--- src/rtl/sync_fifo_flex.sv ---
// sync_fifo_flex: single-clock FIFO with occupancy count, threshold flags, error pulses and registered or FWFT read
module sync_fifo_flex #(
  parameter int DSIZE     = 8,
  parameter int ASIZE     = 4,
  parameter int AFULL_TH  = 12,
  parameter int AEMPTY_TH = 2,
  parameter int FWFT      = 0
) (
  input  logic             clk,
  input  logic             rst,
  input  logic             wreq,
  input  logic [DSIZE-1:0] wdata,
  input  logic             rreq,
  output logic [DSIZE-1:0] rdata,
  output logic             wfull,
  output logic             rempty,
  output logic             walmost_full,
  output logic             ralmost_empty,
  output logic [ASIZE:0]   count,
  output logic             overflow,
  output logic             underflow
);
  localparam logic [ASIZE:0] DEPTH = {1'b1, {ASIZE{1'b0}}};
  localparam logic [ASIZE:0] AF = (ASIZE+1)'(AFULL_TH);
  localparam logic [ASIZE:0] AE = (ASIZE+1)'(AEMPTY_TH);
  logic [DSIZE-1:0] mem_q [2**ASIZE];
  logic [ASIZE:0] wbin_q, wbin_d, rbin_q, rbin_d, count_q, count_d;
  logic wfull_q, wfull_d, rempty_q, rempty_d, afull_q, afull_d, aempty_q, aempty_d;
  logic ovf_q, ovf_d, udf_q, udf_d, wacc, racc;
  always_comb begin
    wacc = wreq & ~wfull_q;
    racc = rreq & ~rempty_q;
    wbin_d = wacc ? wbin_q + 1'b1 : wbin_q;
    rbin_d = racc ? rbin_q + 1'b1 : rbin_q;
    count_d = (wacc & ~racc) ? count_q + 1'b1 : (racc & ~wacc) ? count_q - 1'b1 : count_q;
    wfull_d = count_d == DEPTH;
    rempty_d = count_d == '0;
    afull_d = count_d >= AF;
    aempty_d = count_d <= AE;
    ovf_d = wreq & wfull_q;
    udf_d = rreq & rempty_q;
  end
  always_ff @(posedge clk) begin
    if (rst) begin
      wbin_q <= '0;
      rbin_q <= '0;
      count_q <= '0;
      wfull_q <= 1'b0;
      rempty_q <= 1'b1;
      afull_q <= AFULL_TH == 0;
      aempty_q <= 1'b1;
      ovf_q <= 1'b0;
      udf_q <= 1'b0;
    end else begin
      wbin_q <= wbin_d;
      rbin_q <= rbin_d;
      count_q <= count_d;
      wfull_q <= wfull_d;
      rempty_q <= rempty_d;
      afull_q <= afull_d;
      aempty_q <= aempty_d;
      ovf_q <= ovf_d;
      udf_q <= udf_d;
    end
  end
  always_ff @(posedge clk) begin
    if (!rst && wacc) mem_q[wbin_q[ASIZE-1:0]] <= wdata;
  end
  if (FWFT != 0) begin : g_fwft
    assign rdata = rempty_q ? '0 : mem_q[rbin_q[ASIZE-1:0]];
  end else begin : g_reg
    logic [DSIZE-1:0] rdata_q, rdata_d;
    always_comb rdata_d = racc ? mem_q[rbin_q[ASIZE-1:0]] : rdata_q;
    always_ff @(posedge clk) rdata_q <= rst ? '0 : rdata_d;
    assign rdata = rdata_q;
  end
  assign wfull = wfull_q;
  assign rempty = rempty_q;
  assign walmost_full = afull_q;
  assign ralmost_empty = aempty_q;
  assign count = count_q;
  assign overflow = ovf_q;
  assign underflow = udf_q;
endmodule

--- config.mk ---
export PLATFORM = sky130hd
export DESIGN_NAME = sync_fifo_flex
export DESIGN_NICKNAME = d
export VERILOG_FILES = /design/src/rtl/sync_fifo_flex.sv
export SDC_FILE = /design/constraint.sdc
export NUM_CORES = 1
export LEC_CHECK = 0
export CAP_MARGIN = 20
export CORE_MARGIN = 4
export CORE_UTILIZATION = 36
export CTS_CLUSTER_SIZE = 24
export DETAILED_ROUTE_END_ITERATION = 8
export SYNTH_ARGS = -nofsm -noshare
export SYNTH_HDL_FRONTEND = slang
export SYNTH_SLANG_ARGS = --single-unit
export TNS_END_PERCENT = 5
--- constraint.sdc ---
create_clock -name clk -period 2.9 [get_ports clk]
set_input_delay 0.29 -clock clk [delete_from_list [all_inputs] [get_ports clk]]
set_output_delay 0.29 -clock clk [all_outputs]
set_load 0.05 [all_outputs]
### After elaboration in Yosys (flattened, before gate mapping)

Memories as Yosys holds them, arrays and structs flattened. A register that Yosys moved wholly into a read port is not among the register bits.
Cells that the tools add are included.

* output and inout bits: 19
* logic and storage cells: 34
* register bits after elaboration: 21
* memory bits (writable): 128
* memories: 1

* eq/ne operators: 1
* bitwise logic cells: 10
* muxes and demuxes: 4
* reduce and logical (&&, ||, !) cells: 3
* $add $sub $neg: 4
* magnitude comparators: 2

Memories
* mem_q: words 16, width 8, read ports 1, clocked after Yosys merged registers in 1, write ports 1, RTL line 26 `logic [DSIZE-1:0] mem_q [2**ASIZE];`

Operator list (count)
* 5-bit by 1-bit adder with 5-bit output, second input constant: 3
* 5-bit 2-to-1 mux: 2
* 1-bit AND: 6
* 5-bit == test, second input constant: 1
* 5-bit by 4-bit >= comparator with 1-bit output, second input constant: 1
* 5-bit by 2-bit <= comparator with 1-bit output, second input constant: 1
* 5-bit logical NOT: 1
* 5-bit by 1-bit subtractor with 5-bit output, second input constant: 1
* 1-bit inverter: 4
* 1-bit 2-to-1 mux: 2
* 1-bit logical AND: 1
* 1-bit logical NOT: 1

### Longest topological paths before layout

* depth after elaboration: 7
* gate-level depth with buffers: 7
* gate-level depth less buffers: 7

### Worst setup path before layout

OpenSTA, ideal clock, no wires.

* path type: register to register
* start: register count_q[0] (netlist: count[0])
* end: register aempty_q (netlist: ralmost_empty)
* data required time: 2.784 ns
* cell stages (with the launch flop): 7
* slack: 0.921 ns
* arrival time: 1.863 ns
* path buffers: 0
* clock period less this slack: 1.979 ns
* path through: dfxtp_1 inv_1 ha_1 nor3_1 a21oi_1 o32a_1 a31o_2

* longest elaborated chain between the ends: 4

Ends and longest elaborated chain
* from (decl): RTL line 27 `logic [ASIZE:0] wbin_q, wbin_d, rbin_q, rbin_d, count_q, count_d;`
* from (signal assigned): RTL line 57 `count_q <= count_d;`
* 5-bit by 1-bit subtractor with 5-bit output: RTL line 35 `count_d = (wacc & ~racc) ? count_q + 1'b1 : (racc & ~wacc) ? count_q - 1'b1 : count_q;`
* 5-bit 2-to-1 mux: RTL line 35
* 5-bit 2-to-1 mux (*): RTL line 35
* 5-bit by 2-bit <= comparator with 1-bit output (*): RTL line 39 `aempty_d = count_d <= AE;`
* to (signal assigned): RTL line 61 `aempty_q <= aempty_d;`
* to (decl): RTL line 28 `logic wfull_q, wfull_d, rempty_q, rempty_d, afull_q, afull_d, aempty_q, aempty_d;`

Mark *: on every way between the ends. The rest lies on a longest branch, timed or not.
A chain may end at the register's enable or synchronous reset.

==> metrics.md <==
| Metric | Value |
|---|---|
| Outcome | finished, final reports clean |
| Mapped Area | 6122 sq um |
| Via count | approximately 3,300 |
| Yosys warns | 0 |
| Final period util | 0.7395 |
| Worst slack at placement | between 0.6 and 0.7 ns |
| Crit-path max FO | 23 |
| Post-DRT Antenna Nets | 0 |
| Final wirelength | 12,620 um |
| Max cap viols | 0 |
| Fraction of layout cells with a size suffix above 1 | 0.2014 |
| Clock sinks | ~160 |
| Least-Margin Pin Slew | roughly 0.66 ns |
| WP data arrival | 2.44 ns |
| Core ar. | around 17,000 sq um |
| Net total in the final layout | between 400 and 500 |
| Final Hold Viols | 0 |
| Slowest stage delay, CP | ~0.65 ns |
| Pre-antenna DRT Iters | 6 |
| Crit-path cells | buf_12 > mux4_2 > a22oi_1 > a31oi_1 > a21oi_1 > nor2_1 |
| Worst Hold Endpoint | underflow |
| Gate Count Post-Synth | 367 |
| Leak | 0.002417 uW |
| Routed wire per std cell | slightly below 20 um |
| I/O Buffers | 30 |
| DRC | 0 |
| Final Worst Setup Slack | around 0.76 ns |
| GPL Wtd Cong | around 0.81 |
| Hold Path Class | in2reg |
| Die width | approximately 140 um |
| Placed Cells | 625 |
| Setup slack, reg-to-reg | 0.76 ns |
| Clk_lat worst skew | around 0.42 ns |
| Setup Crit Path Kind | reg2reg |
| Final slew viol count | 0 |
| Pin count of the biggest net entering global routing | 24 |
| Die height | approximately 140 um |
| Layout area overhead | 20.68% |
| Clock slew seen by the registers of the worst setup and hold paths | 0.06 ns |
| Synth Register Bits | 155 |
| Initial antenna violation count | 0 |
| 1st-iter DRT viols | between 200 and 250 |
| Cts hold-fix bufs | 0 |
| Mapped Nets | a little under 400 |
| Minimum clock period | roughly 2.1 ns |
| Die Footprint | between 15,000 and 20,000 sq um |
| H-tree Lvls | 4 |
| # rows | 47 |
| Synth cell types | 37 |
| Fmax | 466.3 MHz |
| Worst Clk Skew | ~0.01 ns |
| Final hold slack | 0.4527 ns |
| Setup TNS | 0 ns |
| Hold Crit Start | rreq |
| Worst rel slew slack | 0.5568 |
| Vias per std cell | 5.037 |
| Vias in the first global route | 3,373 |
| Final setup vio count | 0 |
| Post-Layout Cell Count | approximately 660 |
| Num CTS Buffers | 17 |
| RSZ-0062 raised after global routing | no |
| Deepest clock path buffer count | 2 |
| Grt ovf | 0 |
| Hold path cells | 3 |
| Clock root buffer | clkbuf_16 |
| Sequential share of the synthesized area | 0.7161 |
| Post-synthesis average cell area | about 17 sq um |
| Post_cts resized | 0 |
| Post-CTS setup buffers | 0 |
| TritonCTS clock tree | yes |
| Worst R2R Start | rbin_q[0] |
| Initial core utilization | 0.3679 |
| First-pass GRT wire length | approximately 20,000 um |
| Gr usage total | 0.1370 |
| WP data required | 3.19 ns |
| CP Capture Type | register |
| Crit start category | register |
| Commonest non-fill, non-tap cell in the layout | edfxtp_1 |
| Top-Level Pins | 31 |
| HPWL after DPL | roughly 8400 um |
| Worst ir drop on vdd | roughly 0.47 mV |
| Most frequent cells in the layout | edfxtp_1 (128), nor2_1 (45), clkdlybuf4s50_1 (30), mux4_2 (29), dfxtp_1 (26) |
| Pwr/cell area | about 750 nW/um^2 |
| RR Endpoint | rdata[2] |
| Slowest library cell on the worst path | dfxtp_2 |
| R2R depth | 6 |
| # diodes | 0 |
-- cell families (layout without fill, tap and decap cells) --
kind of cell / after synthesis / count (layout) / synth area share
AND/OR/NAND/NOR: 103 / 103 / 0.07439
flip-flops: 155 / 155 / 0.7161
adder cells (fa/ha/maj): 7 / 7 / 0.01431
AO/OA/AOI/OAI: 40 / 40 / 0.04312
buffers and inverters: 22 / 92 / 0.02085
multiplexers: 33 / 33 / 0.1212
XOR/XNOR: 7 / 7 / 0.01001
-- power breakdown --
| group | total, uW | internal [uW] | switching, uW | leakage (uW) |
|---|---|---|---|---|
| Clock | 2220 | 1350 | 863 | 0.000281 |
| Sequential | 2560 | 2480 | 85.9 | 0.00137 |
| Combinational | 795 | 339 | 456 | 0.000762 |
-- worst max-delay path by stage --
stage,start,endpoint,depth (start not counted)
2_1_floorplan,count[0],ralmost_empty,6
3_3_place_gp,wreq,mem_q[13][5],6
3_5_place_dp,rreq,wfull,7
4_1_cts,rbin_q[0],rdata[2],6
5_1_grt,rbin_q[0],rdata[1],6
6_report,rbin_q[0],rdata[2],6
-- synthesized netlist by cell type, drive strengths merged --
| cell | n | area [sq um] |
|---|---|---|
| and3 | 3 | 18.77 |
| ha | 7 | 87.58 |
| a31oi | 9 | 56.30 |
| nor2b | 7 | 43.79 |
| o31ai | 1 | 7.510 |
| mux4 | 32 | 732.0 |
| or3 | 3 | 18.77 |
| nor3 | 3 | 15.01 |
| mux2i | 1 | 10.01 |
| a211oi | 1 | 7.510 |
| o21ai | 4 | 20.02 |
| a22oi | 9 | 72.57 |
| dfxtp | 27 | 540.5 |
| xnor2 | 3 | 26.28 |
| o32a | 1 | 10.01 |
| a311oi | 1 | 8.760 |
| nand3 | 11 | 55.05 |
| nand2 | 25 | 93.84 |
| buf | 14 | 97.60 |
| a21oi | 11 | 55.05 |
| nand4 | 2 | 12.51 |
| xor2 | 4 | 35.03 |
| a22o | 1 | 8.760 |
| inv | 5 | 18.77 |
| nand3b | 1 | 7.510 |
| edfxtp | 128 | 3844 |
| nor2 | 45 | 168.9 |
| nor4b | 1 | 8.760 |
| clkbuf | 3 | 11.26 |
| nand2b | 2 | 12.51 |
| a31o | 2 | 17.52 |
-- metal layers --
metal / track usage / vias to the layer above / wire length (um)
met3: 0.04489 / 20 / 803
li1: - / 1538 / -
met4: 0.05564 / 0 / 236
met5: 0 / - / 0
met1: 0.1792 / 1663 / 5537
met2: 0.2122 / 88 / 6039
-- stage by stage --
step / power, uW / util / cell area (sq um)
floorplan: 3172 / - / 6122
global placement: 3406 / 0.4080 / 6790
detailed placement: 3418 / 0.4080 / 6790
CTS: 5638 / 0.4440 / 7388
global route: 5813 / 0.4440 / 7388
finish: 5578 / 0.4440 / 7388
-- state kept, by name, indices dropped and copies added, names as in the netlist --
register / cells
wfull: 1
walmost_full: 1
rbin_q: 4
underflow: 1
rempty: 1
count: 5
wbin_q: 4
ralmost_empty: 1
overflow: 1
rdata: 8
mem_q: 128
-- critical path, delay by kind of cell, from the launching register on --
family	cells	cell delay, ns
DFF	1	0.65
muxes	1	0.53
AOI/OAI and AO/OA	3	0.46
buffers and inverters	1	0.29
and+or+nand+nor	1	0.07
-- layout make-up --
class                      count  area, sq um
clock buffer                  18        429.2
timing repair buffer          55        500.5
fill                        1441         9254
clock inverter                14        168.9
multi-input combinational    190         1610
inverter                       5        18.77
tap                          220        275.3
sequential                   155         4385
Power figures use the tool's default switching activity.
==> RTL change (config.mk and constraints unchanged) <==
Change the parameter `ASIZE` from 4 to 2.
--- a/src/rtl/sync_fifo_flex.sv
+++ b/src/rtl/sync_fifo_flex.sv
@@ -1,7 +1,7 @@
 // sync_fifo_flex: single-clock FIFO with occupancy count, threshold flags, error pulses and registered or FWFT read
 module sync_fifo_flex #(
   parameter int DSIZE     = 8,
-  parameter int ASIZE     = 4,
+  parameter int ASIZE     = 2,
   parameter int AFULL_TH  = 12,
   parameter int AEMPTY_TH = 2,
   parameter int FWFT      = 0
Interface: changed (resized count); port bits go from 31 to 29. The function was not compared with the original's and may differ.
==> RTL change against the unedited design <==
- sequential cell count decreased by 103
- critical path depth decreased by 5
- sequential share of layout area decreased by 5.7 points
- worst setup slack improved by 0.19 ns
- utilization increased by 0.83 points
- final area decreased by 66%
- sequential power decreased by 64%
- wire length decreased by 69%
- count of clock-buffer cells in the layout decreased by 12
- power decreased by 66%
- die area decreased by 63%
- area after synthesis decreased by 65%
- highest routed layer unchanged
==> RTL change: results (changes against the unedited design) <==
| Metric | Value |
|---|---|
| Commonest cells in the synthesized netlist | `edfxtp_1, nand2_1, dfxtp_1 (was edfxtp_1, nor2_1, mux4_2)` |
| Hold_sp | `rdata[0] (was rreq)` |
| Post-Synth XOR/XNOR Area | `1.66% (was 1.00%)` |
| DP Area | `2450 um2 (was 6790 um2)` |
| CTS clk-pin slew, worst paths | `0.10 ns (was 0.06 ns)` |
| R2R depth | `5 (was 6)` |
| CTS Root Cell | `clkbuf_8 (was clkbuf_16)` |
| Largest net degree at the start of global routing | `18 (was 24)` |
| Hold path endpoint | `rdata[0] (was underflow)` |
| CP max stage delay | `0.86 ns (was 0.65 ns)` |
| Hold Path Cell Cnt | `2 (was 3)` |
| Top delay family on crit path | `buffers and inverters (was flip-flops)` |
| Share of cells above drive strength 1 | `13.0% (was 20.1%)` |
| Synth Area in Compound Gates | `5.68% (was 4.31%)` |
| IO buf count | `28 (was 30)` |
| Worst skew pair latency | `0.31 ns (was 0.42 ns)` |
| NumNets Final | `201 (was 443)` |
| Outcome | `complete, no violations (unchanged)` |
| Multiplexer area fraction after synthesis | `8.52% (was 12.1%)` |
| Seq/Total Area, Yosys | `64.3% (was 71.6%)` |
| Post-synthesis cell type count | `36 (was 37)` |
| TritonCTS buffer count | `5 (was 17)` |
| Post-DP HPWL | `2.83 mm (was 8.35 mm)` |
| Min-delay worst type | `reg -> reg (was in -> reg)` |
| EDFF count, synth | `32 (was 128)` |
| DRT Wirelength | `3.95 mm (was 12.6 mm)` |
| Vias in the first global route | `1,340 (was 3,373)` |
| Global placement routability congestion | `0.747 (was 0.809)` |
| Crit-path slowest cell | `clkdlybuf4s50_1 (was dfxtp_2)` |
| Post-Syn Nets | `174 (was 386)` |
| Worst VDD drop | `0.308 mV (was 0.474 mV)` |
| Post-Syn Instances | `156 (was 367)` |
| Reg2reg end | `rempty (was rdata[2])` |
| Largest family of logic cells by synthesized area | `simple AND/OR/NAND/NOR gates (was multiplexers)` |
| Slew HR | `55.9% (was 55.7%)` |
| Synth area leaders | `edfxtp_1, dfxtp_1, mux4_2 (was edfxtp_1, mux4_2, dfxtp_1)` |
| Switching Share | `33.7% (was 25.2%)` |
## RTL change: cell types whose count changed after synthesis, moves of 6 or more
cell and change:
a22oi_1 -8, a31oi_1 -9, dfxtp_1 -7, edfxtp_1 -96, mux4_2 -21, nand3_1 -8
nor2_1 -40, nor2b_1 -6
## RTL change: cells by family (layout without fill, tap and decap cells)
| group | Yosys count | after routing |
|---|---|---|
| xor+xnor | 4 | 4 |
| flops | 52 | 52 |
| buf+inv | 16 | 44 |
| fa+ha+maj | 6 | 6 |
| compound gates | 19 | 19 |
| mux | 8 | 8 |
| simple gates | 51 | 51 |
## RTL change: metal layers
layer  routed length, um  track usage [%]  up-vias
met1                1710             14.0      642
met4                  82             4.89        0
met5                   0                0        -
li1                    -                -      621
met2                1960             19.4       34
met3                 199             3.43       10
## RTL change: area by class of cell
| class | count | area, um2 |
|---|---|---|
| fill | 532 | 3070 |
| multi-input combinational | 88 | 678 |
| clock inverter | 2 | 16.3 |
| sequential | 52 | 1360 |
| clock buffer | 6 | 72.6 |
| tap | 72 | 90.1 |
| timing repair buffer | 30 | 295 |
| inverter | 6 | 22.5 |
## RTL change: per-stage QoR
stage | instances | hold WS, ns
final | 256 | 0.458
after global routing | 256 | 0.481
after CTS | 256 | 0.458
after detailed placement | 248 | 0.446
after global placement | 248 | 0.444
after floorplan | 156 | 0.389
## RTL change: how the worst max path moves through the flow
stage / start / endpoint / slack [ns] / depth (start not counted)
floorplan: count[0] / rempty / 0.86 / 5
global placement: wreq / mem_q[0][1] / 0.96 / 3
detailed placement: wreq / mem_q[0][1] / 0.89 / 3
CTS: count[0] / count[0] / 0.92 / 1
global route: count[0] / count[0] / 0.88 / 1
finish: count[0] / count[0] / 0.95 / 1
## RTL change: power groups by stage
stage               registers (mW)  logic (mW)  clock network (mW)
global placement             0.932       0.539                   0
CTS                          0.920       0.550               0.423
global route                 0.932       0.582               0.463
detailed placement           0.937       0.549                   0
finish                       0.918       0.543               0.410
floorplan                     1.05       0.273                   0
